`src/rtl/counter_pkg.sv`:
```
// Shared types and helpers for the parametrised up/down counter.
// Provides the wrap/saturate mode enum and the default terminal value.
package counter_pkg;

    typedef enum logic {
        CNT_WRAP = 1'b0,
        CNT_SAT  = 1'b1
    } cnt_mode_e;

    // Largest value representable in w bits; default terminal value.
    function automatic longint unsigned cnt_max(input int unsigned w);
        return (64'd1 << w) - 64'd1;
    endfunction

endpackage

```
`src/rtl/updown_counter_n_next.sv`:
```
// Combinational next-count and overflow/underflow calculator.
// In: out, step, inc. Out: nxt, ovf_n, unf_n. MODE/MAX_VAL are params.
module updown_counter_n_next
    import counter_pkg::*;
#(
    parameter int unsigned     WIDTH   = 8,
    parameter longint unsigned MAX_VAL = cnt_max(WIDTH),
    parameter cnt_mode_e       MODE    = CNT_WRAP
) (
    input  logic [WIDTH-1:0] out,
    input  logic [WIDTH-1:0] step,
    input  logic             inc,
    output logic [WIDTH-1:0] nxt,
    output logic             ovf_n,
    output logic             unf_n
);

    localparam logic [WIDTH:0] MAXV = MAX_VAL[WIDTH:0];
    // Modulus fits WIDTH+1 bits because MAX_VAL <= 2**WIDTH-1.
    localparam logic [WIDTH:0] MODV = MAXV + 1'b1;

    logic [WIDTH:0] o_w;
    logic [WIDTH:0] s_w;
    logic [WIDTH:0] t_w;

    assign o_w = {1'b0, out};
    assign s_w = {1'b0, step};

    always_comb begin
        t_w   = '0;
        ovf_n = 1'b0;
        unf_n = 1'b0;
        if (inc) begin
            t_w = o_w + s_w;
            if (t_w > MAXV) begin
                ovf_n = 1'b1;
                if (MODE == CNT_SAT) t_w = MAXV;
                else                 t_w = t_w - MODV;
            end
        end else if (s_w <= o_w) begin
            t_w = o_w - s_w;
        end else begin
            unf_n = 1'b1;
            // out + MOD - step stays below 2**(WIDTH+1).
            if (MODE == CNT_SAT) t_w = '0;
            else                 t_w = o_w + MODV - s_w;
        end
        nxt = t_w[WIDTH-1:0];
    end

endmodule

```
`src/rtl/updown_counter_n.sv`:
```
// Parametrised up/down counter: wrap/saturate, compare, event pulses.
// Ports: clk, rst (async high), clear, load/datain, counten, inc, step,
// cmp_we/cmp_in; out, tc (comb), ovf/unf/match (registered pulses).
module updown_counter_n
    import counter_pkg::*;
#(
    parameter int unsigned     WIDTH   = 8,
    parameter longint unsigned MAX_VAL = cnt_max(WIDTH),
    parameter cnt_mode_e       MODE    = CNT_WRAP
) (
    input  logic             clk,
    input  logic             rst,
    input  logic             clear,
    input  logic             load,
    input  logic [WIDTH-1:0] datain,
    input  logic             counten,
    input  logic             inc,
    input  logic [WIDTH-1:0] step,
    input  logic             cmp_we,
    input  logic [WIDTH-1:0] cmp_in,
    output logic [WIDTH-1:0] out,
    output logic             tc,
    output logic             ovf,
    output logic             unf,
    output logic             match
);

    localparam logic [WIDTH:0]   MAXV = MAX_VAL[WIDTH:0];
    localparam logic [WIDTH-1:0] MAXW = MAXV[WIDTH-1:0];

    logic [WIDTH-1:0] cmp;
    logic [WIDTH-1:0] nxt;
    logic             ovf_n;
    logic             unf_n;
    logic [WIDTH-1:0] ld_val;
    logic [WIDTH-1:0] cmp_val;

    updown_counter_n_next #(
        .WIDTH  (WIDTH),
        .MAX_VAL(MAX_VAL),
        .MODE   (MODE)
    ) u_next (
        .out  (out),
        .step (step),
        .inc  (inc),
        .nxt  (nxt),
        .ovf_n(ovf_n),
        .unf_n(unf_n)
    );

    assign ld_val  = ({1'b0, datain} > MAXV) ? MAXW : datain;
    assign cmp_val = ({1'b0, cmp_in} > MAXV) ? MAXW : cmp_in;

    assign tc = (inc && out == MAXW) || (!inc && out == '0);

    always_ff @(posedge clk or posedge rst) begin
        if (rst) begin
            out   <= '0;
            ovf   <= 1'b0;
            unf   <= 1'b0;
            match <= 1'b0;
            cmp   <= MAXW;
        end else begin
            ovf   <= 1'b0;
            unf   <= 1'b0;
            match <= 1'b0;
            if (clear) begin
                out <= '0;
            end else if (load) begin
                out <= ld_val;
            end else if (counten) begin
                out   <= nxt;
                ovf   <= ovf_n;
                unf   <= unf_n;
                // Compares against the pre-write cmp value.
                match <= (nxt == cmp);
            end
            if (cmp_we) cmp <= cmp_val;
        end
    end

    step_legal: assert property (
        @(posedge clk) disable iff (rst)
        (counten && !clear && !load) |-> ({1'b0, step} <= MAXV)
    ) else $error("updown_counter_n: step exceeds MAX_VAL");

endmodule

```
`config.mk`:
```
export PLATFORM = sky130hd
export DESIGN_NAME = updown_counter_n
export DESIGN_NICKNAME = d
export VERILOG_FILES = /design/src/rtl/counter_pkg.sv /design/src/rtl/updown_counter_n_next.sv /design/src/rtl/updown_counter_n.sv
export SDC_FILE = /design/constraint.sdc
export NUM_CORES = 1
export LEC_CHECK = 0
export BUFFER_PORTS_ARGS = -buffer_cell sky130_fd_sc_hd__buf_2
export CAP_MARGIN = 0
export CORE_ASPECT_RATIO = 1.5
export CORE_UTILIZATION = 35
export CTS_CLUSTER_SIZE = 10
export DETAILED_ROUTE_END_ITERATION = 10
export HOLD_SLACK_MARGIN = 0.03
export PLACE_DENSITY_LB_ADDON = 0.12
export SKIP_LAST_GASP = 1
export SLEW_MARGIN = 20
export SYNTH_ARGS = -nofsm -noshare
export SYNTH_HDL_FRONTEND = slang
export SYNTH_HIERARCHICAL = 1
export SYNTH_SLANG_ARGS = --single-unit
```
`constraint.sdc`:
```
create_clock -name clk -period 3.1 [get_ports clk]
set_clock_uncertainty 0.05 [all_clocks]
set_input_delay 0.31 -clock clk [delete_from_list [all_inputs] [get_ports clk]]
set_output_delay 0.31 -clock clk [all_outputs]
set_load 0.05 [all_outputs]
```
==> results.json, run 1 <==
{
  "r2r_slack_ps": 320,
  "antenna_cells": 0,
  "ys_async_sr_fraction": 1.000,
  "netlist_area_sq_mm": 0.001704,
  "synth_common_cells": "20 x inv_1, 16 x ha_1, 16 x mux2_2, 12 x nor2_1, 11 x dfrtp_1",
  "postCtsSetupRepairBufs": 0,
  "worstReg2RegEnd": "match",
  "required_ps": 3210,
  "antenna_left": 0,
  "grt_overflow_total": 0,
  "worstMarginPinSlew_ps": 698.0,
  "die_area_sq_mm": 0.005158,
  "grt_usage": 0.1591,
  "outcome": "complete, no violations",
  "worst_setup_path_start_kind": "flip-flop",
  "hold_ws_ps": 107.8,
  "cp-end-kind": "flip-flop",
  "finalPower_mw": 0.8440,
  "area_delta_synth_final_pct": 15.20,
  "dpl.hpwl_um": 3197,
  "antenna_found_initial": 0,
  "pwr_density_cell_mw_per_mm2": 429.9,
  "grt_max_degree": 20,
  "finalCritPeriodShare": 0.8966,
  "portBuffers": 42,
  "cts_tree": "yes",
  "tns_ps": 0,
  "cp_max_fo": 8,
  "pre_cts_ws_ps": 327.4,
  "seqCellArea_sq_um": 485.5,
  "final_area_sq_mm": 0.001963,
  "wire_per_inst_um": 13.79,
  "start_util": 0.3691,
  "path_clk_slew_ps": 70,
  "synth_ff_type": "dfrtp_1",
  "place_congestion": 0.7655,
  "rows": 30,
  "syn_area_per_cell_sq_um": 9.794,
  "hold_viol": 0,
  "synthTopCellsByArea": "dfrtp_1 16%, dfstp_2 12%, ha_1 12%",
  "finalCriticalPeriod_ps": 2779,
  "slew_viol_final": 0,
  "num-fill-cells": 489,
  "critPathKind": "flip-flop to flip-flop",
  "cts_num_sinks": 19,
  "grt_pass1_vias": 1385,
  "fmax_mhz": 359.8,
  "drt_iter0_markers": 33,
  "worstPathArrival_ps": 2890,
  "die_w_um": 58.98,
  "ios": 43,
  "hold_class": "input pin to asynchronous set/reset pin",
  "synth_warnings": 6,
  "ys_seq_area_frac": 0.2849,
  "firstDrtPassIters": 4,
  "synth_cells": 174,
  "yosysTopAreaCell": "dfrtp_1",
  "cts_buffer_depth": 2,
  "synth_top_area_share": 0.1615,
  "die_h_um": 87.46,
  "ys_types": 44,
  "slew_headroom": 0.5342,
  "placed_cells": 272,
  "route.detailed.drc": 0,
  "worst_slack_ps": 320.6,
  "dpl_cell_area_sq_mm": 0.001918,
  "stdcell_count": 276,
  "yosysMostFrequentCell": "inv_1",
  "ff2ff_path_depth": 10,
  "htreeDepth": 1,
  "cts_resized": 0,
  "cts_buffers": 3,
  "synth_edf_count": 0,
  "synth_nets": 223,
  "core_region_area_sq_mm": 0.004617,
  "setup_viol": 0,
  "power_leakage_nw": 0.9783,
  "rr_startpoint": "out[1]",
  "synth-seq-cells": 19,
  "grt_pass1_wl_um": 6244,
  "multi_input_area_sq_mm": 0.001064,
  "rsz0062_at_grt": "false",
  "finalWirelength_um": 3807,
  "final_core_utilization": 0.4252,
  "vias_per_cell": 4.848,
  "drive_gt1_frac": 0.3632,
  "cap_violations": 0,
  "cts_hold_buf": 0,
  "insertion_delay_ps": 250,
  "peakVddDrop_v": 0.0002452,
  "vias": 1338,
  "fin_nets": 262,
  "root_buffer": "clkbuf_8"
}
[critical path, cell delays in order, from the launching register on]
cell	delay, ps
dfrtp_1	480
ha_1	380
nor2b_1	80
o21ai_0	180
o211ai_1	160
or3_1	390
o211ai_2	80
xor2_1	270
xnor2_1	170
nand4_1	160
nor4_2	290
[cells in the final DEF (no fill, tap or decap), types with 6 or more instances in the layout]
cell type,instances
inv_1,20
dfrtp_1,11
a21oi_1,7
mux2_2,16
nor2_1,12
xnor2_1,10
dfstp_2,8
nand2_1,6
mux2i_1,9
buf_2,42
ha_1,16
[metal layers]
metal / share of wire / global-route usage / vias up / wire, um
met2: 0.55 / 0.3130 / 32 / 2102
li1: - / - / 677 / -
met5: 0 / 0 / - / 0
met1: 0.41 / 0.1731 / 624 / 1559
met4: 0.012 / 0.05195 / 0 / 46
met3: 0.026 / 0.01040 / 5 / 99
[cells by family (layout without fill, tap and decap cells)]
logic type | Yosys count | count (layout) | share of synthesized area
AO/OA/AOI/OAI | 32 | 32 | 0.1402
XOR/XNOR | 14 | 14 | 0.07195
adder cells (fa/ha/maj) | 18 | 18 | 0.1410
buffers and inverters | 29 | 67 | 0.09104
flip-flops | 19 | 19 | 0.2849
multiplexers | 25 | 25 | 0.1586
AND/OR/NAND/NOR | 37 | 37 | 0.1123
[flip-flops by register name, summed over array words and instances, names as in the netlist]
signal / cells
match: 1
out: 8
ovf: 1
cmp: 8
unf: 1
[area by class of cell]
type	count	share of cell area
multi-input combinational	126	0.5417
sequential	19	0.2473
timing repair buffer	42	0.1071
tap	64	0.04079
inverter	21	0.04015
clock buffer	4	0.02294
[how the worst max path moves through the flow]
stage,from,end,depth (start not counted)
after global routing,out[1],match,10
after CTS,out[1],match,10
after floorplan,out[3],match,10
after detailed placement,out[1],match,10
after global placement,out[4],match,10
final,out[1],match,10
[report_power, final]
part	switching [mW]	internal (mW)	leakage, nW
clock network	0.0772	0.0912	0.0228
registers	0.0279	0.278	0.230
logic	0.212	0.158	0.725
total	0.317	0.527	0.978
No activity file was read; power rests on OpenSTA's default activity.
==> run 2: changes to the inputs <==
CELL_PAD_IN_SITES_DETAIL_PLACEMENT = 1   (was not set)
CELL_PAD_IN_SITES_GLOBAL_PLACEMENT = 2   (was not set)
CORE_UTILIZATION = 32   (was 35)
==> run 2 against run 1 <==
  * Maximum frequency shrank 4.3%
  * Combinational power increased by 2%
  * Sequential share of layout area decreased by 0.063 points
==> results.json, run 2 (same netlist as run 1, synthesis figures left out) <==
{
  "drive_gt1_frac": 0.3632,
  "area_delta_synth_final_pct": 15.49,
  "num-fill-cells": 655,
  "htreeDepth": 1,
  "grt_pass1_vias": 1521,
  "peakVddDrop_v": 0.0002896,
  "insertion_delay_ps": 250,
  "largestRegisters": "cmp x8, out x8",
  "ios": 43,
  "cp_max_fo": 9,
  "cap_violations": 0,
  "worstMarginPinSlew_ps": 737.5,
  "placed_cells": 276,
  "antenna_left": 0,
  "vias_per_cell": 5.014,
  "multi_input_area_sq_mm": 0.001064,
  "cts_num_sinks": 19,
  "pwr_density_cell_mw_per_mm2": 435.1,
  "grt_usage": 0.1758,
  "outcome": "complete, no violations",
  "rsz0062_at_grt": "false",
  "setup_viol": 0,
  "drt_iter0_markers": 20,
  "cts_buffers": 3,
  "portBuffers": 42,
  "cts_resized": 0,
  "hold_class": "input pin to asynchronous set/reset pin",
  "fin_nets": 262,
  "finalCritPeriodShare": 0.9364,
  "required_ps": 3200,
  "fmax_mhz": 344.5,
  "final_area_sq_mm": 0.001968,
  "route.detailed.drc": 0,
  "power_leakage_nw": 0.9783,
  "rows": 32,
  "wire_per_inst_um": 15.85,
  "finalPower_mw": 0.8563,
  "grt_pass1_wl_um": 7417,
  "cp-end-kind": "flip-flop",
  "hold_viol": 0,
  "grt_overflow_total": 0,
  "final_common_cell": "buf_2",
  "antenna_cells": 0,
  "root_buffer": "clkbuf_8",
  "place_congestion": 0.7687,
  "antenna_found_initial": 0,
  "critPathKind": "flip-flop to flip-flop",
  "finalCriticalPeriod_ps": 2903,
  "tns_ps": 0,
  "seqCellArea_sq_um": 485.5,
  "postCtsSetupRepairBufs": 0,
  "most-common-layout-cells": "42 x buf_2, 20 x inv_1, 16 x mux2_2, 16 x ha_1, 12 x nor2_1",
  "worst_setup_path_start_kind": "flip-flop",
  "cts_tree": "yes",
  "path_clk_slew_ps": 70,
  "die_h_um": 91.38,
  "die_w_um": 61.59,
  "finalWirelength_um": 4438,
  "cts_hold_buf": 0,
  "die_area_sq_mm": 0.005627,
  "vias": 1404,
  "worstPathArrival_ps": 3010,
  "dpl.hpwl_um": 3809,
  "stdcell_count": 280,
  "core_region_area_sq_mm": 0.005125,
  "grt_max_degree": 20,
  "cts_buffer_depth": 2,
  "start_util": 0.3325,
  "slew_headroom": 0.5078,
  "slew_viol_final": 0,
  "firstDrtPassIters": 4,
  "dpl_cell_area_sq_mm": 0.001923
}
## run 2: cell counts in the layout (fill, tap and decap cells not counted)
No cell type changed its count.
## run 2: cell type report
class                   instances  area share
flip-flops and latches         19      0.2467
repair buffers                 42      0.1068
clock buffers                   4     0.02289
multi-input cells             126      0.5404
well taps                      68     0.04323
inverters                      21     0.04005
## run 2: per-layer routing
layer | share of wire | up-vias | track usage | wire length, um
li1 | - | 677 | - | -
met3 | 0.023 | 6 | 0.009972 | 102
met5 | 0 | - | 0 | 0
met2 | 0.58 | 28 | 0.3262 | 2566
met4 | 0.018 | 0 | 0.05556 | 80
met1 | 0.38 | 693 | 0.2021 | 1688
## run 2: through the flow
stage,setup WS [ps],util,hold WS (ps)
4_1_cts,117.5,0.3840,157.0
2_1_floorplan,475.9,-,205.2
5_1_grt,19.57,0.3840,214.9
3_3_place_gp,244.8,0.3752,403.5
3_5_place_dp,150.7,0.3752,437.2
6_report,197.2,0.3840,125.1
## run 2: final timing paths
| kind | start | to | slack, ps | cells after the start |
|---|---|---|---|---|
| max | out[4] | match | 200 | 10 |
| min | rst | out[7] | 130 | 2 |
| max reg2reg | out[4] | match | 200 | 10 |
| min reg2reg | cmp[0] | cmp[0] | 570 | 1 |
| max in group asynchronous | rst | match | 2410 | 2 |
| min in group clk | cmp_in[0] | cmp[0] | 230 | 2 |
## run 2: power breakdown
group          internal [mW]  switching [mW]  total, mW
Clock                 0.0913          0.0791      0.170
Sequential             0.278          0.0289      0.307
Combinational          0.158           0.221      0.379
Total                  0.527           0.329      0.856
## run 2: critical path, cell delays in order (launching register included)
cell	delay (ps)
dfrtp_1	460
ha_1	480
nor3_1	80
o21ai_0	90
o211ai_1	150
or3_1	380
o211ai_2	80
xor2_1	340
xnor2_1	170
nand4_1	200
nor4_2	330
==> run 3: changes to the inputs <==
PLACE_DENSITY = 0.76   (was not set)
PLACE_DENSITY_LB_ADDON = not set   (was 0.12)
==> run 3 against run 2 <==
  * Combinational power hardly changed
  * Largest power group unchanged
  * Global-route usage is 1.6 points lower
  * Highest routed layer unchanged
  * Sequential share of layout area is 0.094 points lower
  * Hold slack worse by 15 ps
  * Critical path depth stayed put
  * Final cell count stayed put
  * Maximum frequency is 4.0% higher
  * Final area is 0.38% higher
  * Non-clock buffer count stayed put
  * Via count is 3.6% lower
==> results.json, run 3 (same netlist as run 1, synthesis figures left out) <==
{
  "vias": 1354,
  "area_delta_synth_final_pct": 15.93,
  "htreeDepth": 1,
  "slew_viol_final": 0,
  "cts_buffer_depth": 2,
  "slew_headroom": 0.5328,
  "final_common_cell": "buf_2",
  "timing.critical_path.buf_inv": 0,
  "p_switching_mw": 0.3236,
  "hold_class": "input pin to asynchronous set/reset pin",
  "fin_nets": 262,
  "comb_power_share": 0.443,
  "peakVddDrop_v": 0.0002812,
  "finalCriticalPeriod_ps": 2792,
  "crit_chain": "ha_1 > nor2b_1 > o21ai_0 > o211ai_1 > or3_1 > o211ai_2 > xor2_2 > xnor2_1 > nand4_1 > nor4_2",
  "root_buffer": "clkbuf_8",
  "dpl.hpwl_um": 3488,
  "ios": 43,
  "cts_tree": "yes",
  "critPathKind": "flip-flop to flip-flop",
  "cp_max_fo": 8,
  "slowest_delay_ps": 490,
  "drt_iter0_markers": 10,
  "vias_per_cell": 4.836,
  "route.detailed.drc": 0,
  "cp-end-kind": "flip-flop",
  "finalWirelength_um": 4104,
  "cp_slowest_cell": "dfrtp_1",
  "tns_ps": 0,
  "portBuffers": 42,
  "final_core_utilization": 0.3855,
  "die_h_um": 91.38,
  "seqPwrFrac": 0.360,
  "most-common-layout-cells": "42 x buf_2, 20 x inv_1, 16 x mux2_2, 16 x ha_1, 12 x nor2_1",
  "grt_pass1_wl_um": 6658,
  "grt_overflow_total": 0,
  "finalCritPeriodShare": 0.9006,
  "rsz0062_at_grt": "false",
  "finalPower_mw": 0.8518,
  "switching_share": 0.3799,
  "crit_family": "simple AND/OR/NAND/NOR gates",
  "hold_viol": 0,
  "drive_gt1_frac": 0.3679,
  "largestRegisters": "cmp x8, out x8",
  "grt_usage": 0.1594,
  "antenna_left": 0,
  "fmax_mhz": 358.2,
  "cell_internal_pwr_mw": 0.5282,
  "firstDrtPassIters": 4,
  "wire_per_inst_um": 14.66,
  "seqCellArea_sq_um": 485.5,
  "required_ps": 3210,
  "rows": 32,
  "insertion_delay_ps": 250,
  "antenna_cells": 0,
  "cts_buffers": 3,
  "cap_violations": 0,
  "core_region_area_sq_mm": 0.005125,
  "power_leakage_nw": 0.9798,
  "antenna_found_initial": 0,
  "power_frac_clock": 0.197,
  "grt_pass1_vias": 1482,
  "die_area_sq_mm": 0.005627,
  "setup_viol": 0,
  "start_util": 0.3325,
  "grt_max_degree": 20,
  "outcome": "complete, no violations",
  "path_clk_slew_ps": 70,
  "place_congestion": 0.7481,
  "worstMarginPinSlew_ps": 700.1,
  "die_w_um": 61.59,
  "cts_num_sinks": 19,
  "num-fill-cells": 648,
  "worst_setup_path_start_kind": "flip-flop",
  "worstPathArrival_ps": 2900,
  "pwr_density_cell_mw_per_mm2": 431.2,
  "multi_input_area_sq_mm": 0.001071
}
-- run 3: per-layer routing --
| layer | share of wire | global-route usage |
|---|---|---|
| met2 | 0.56 | 0.2849 |
| met5 | 0 | 0 |
| met1 | 0.40 | 0.1855 |
| met3 | 0.021 | 0.007123 |
| met4 | 0.024 | 0.07037 |
-- run 3: area by class of cell --
| type | count | share of cell area |
|---|---|---|
| multi-input combinational | 126 | 0.5421 |
| inverter | 21 | 0.03990 |
| tap | 68 | 0.04307 |
| sequential | 19 | 0.2457 |
| clock buffer | 4 | 0.02280 |
| timing repair buffer | 42 | 0.1064 |
-- run 3: path summary, 6_finish.rpt --
kind | start | end | slack (ps) | cells after the start
setup / recovery | out[1] | match | 310 | 10
hold / removal | rst | out[4] | 110 | 2
setup reg to reg | out[1] | match | 310 | 10
hold reg to reg | cmp[1] | cmp[1] | 570 | 1
max in group asynchronous | rst | out[7] | 2450 | 2
min in group clk | cmp_in[1] | cmp[1] | 240 | 2
-- run 3: repair_timing --
item	4_1_cts	5_1_grt
hold buffers	0	0
buffers inserted	0	0
gates resized for setup	0	1
endpoints found under the setup margin	0	1
-- run 3: stage by stage --
step,hold slack [ps],std cells,cell area (sq um),setup WS [ps]
after floorplan,205.2,174,1704,475.9
after global placement,417.8,276,1923,327.3
after detailed placement,417.8,276,1923,262.5
after CTS,141.3,280,1968,212.4
after global routing,161.0,280,1976,66.15
final,109.9,280,1976,308.0
-- run 3: power groups by stage --
stage                     combinational [mW]  sequential [mW]  clock, mW
after detailed placement               0.377            0.312          0
after global routing                   0.415            0.311      0.187
after floorplan                        0.256            0.342          0
final                                  0.377            0.307      0.168
after global placement                 0.373            0.311          0
after CTS                              0.379            0.308      0.176
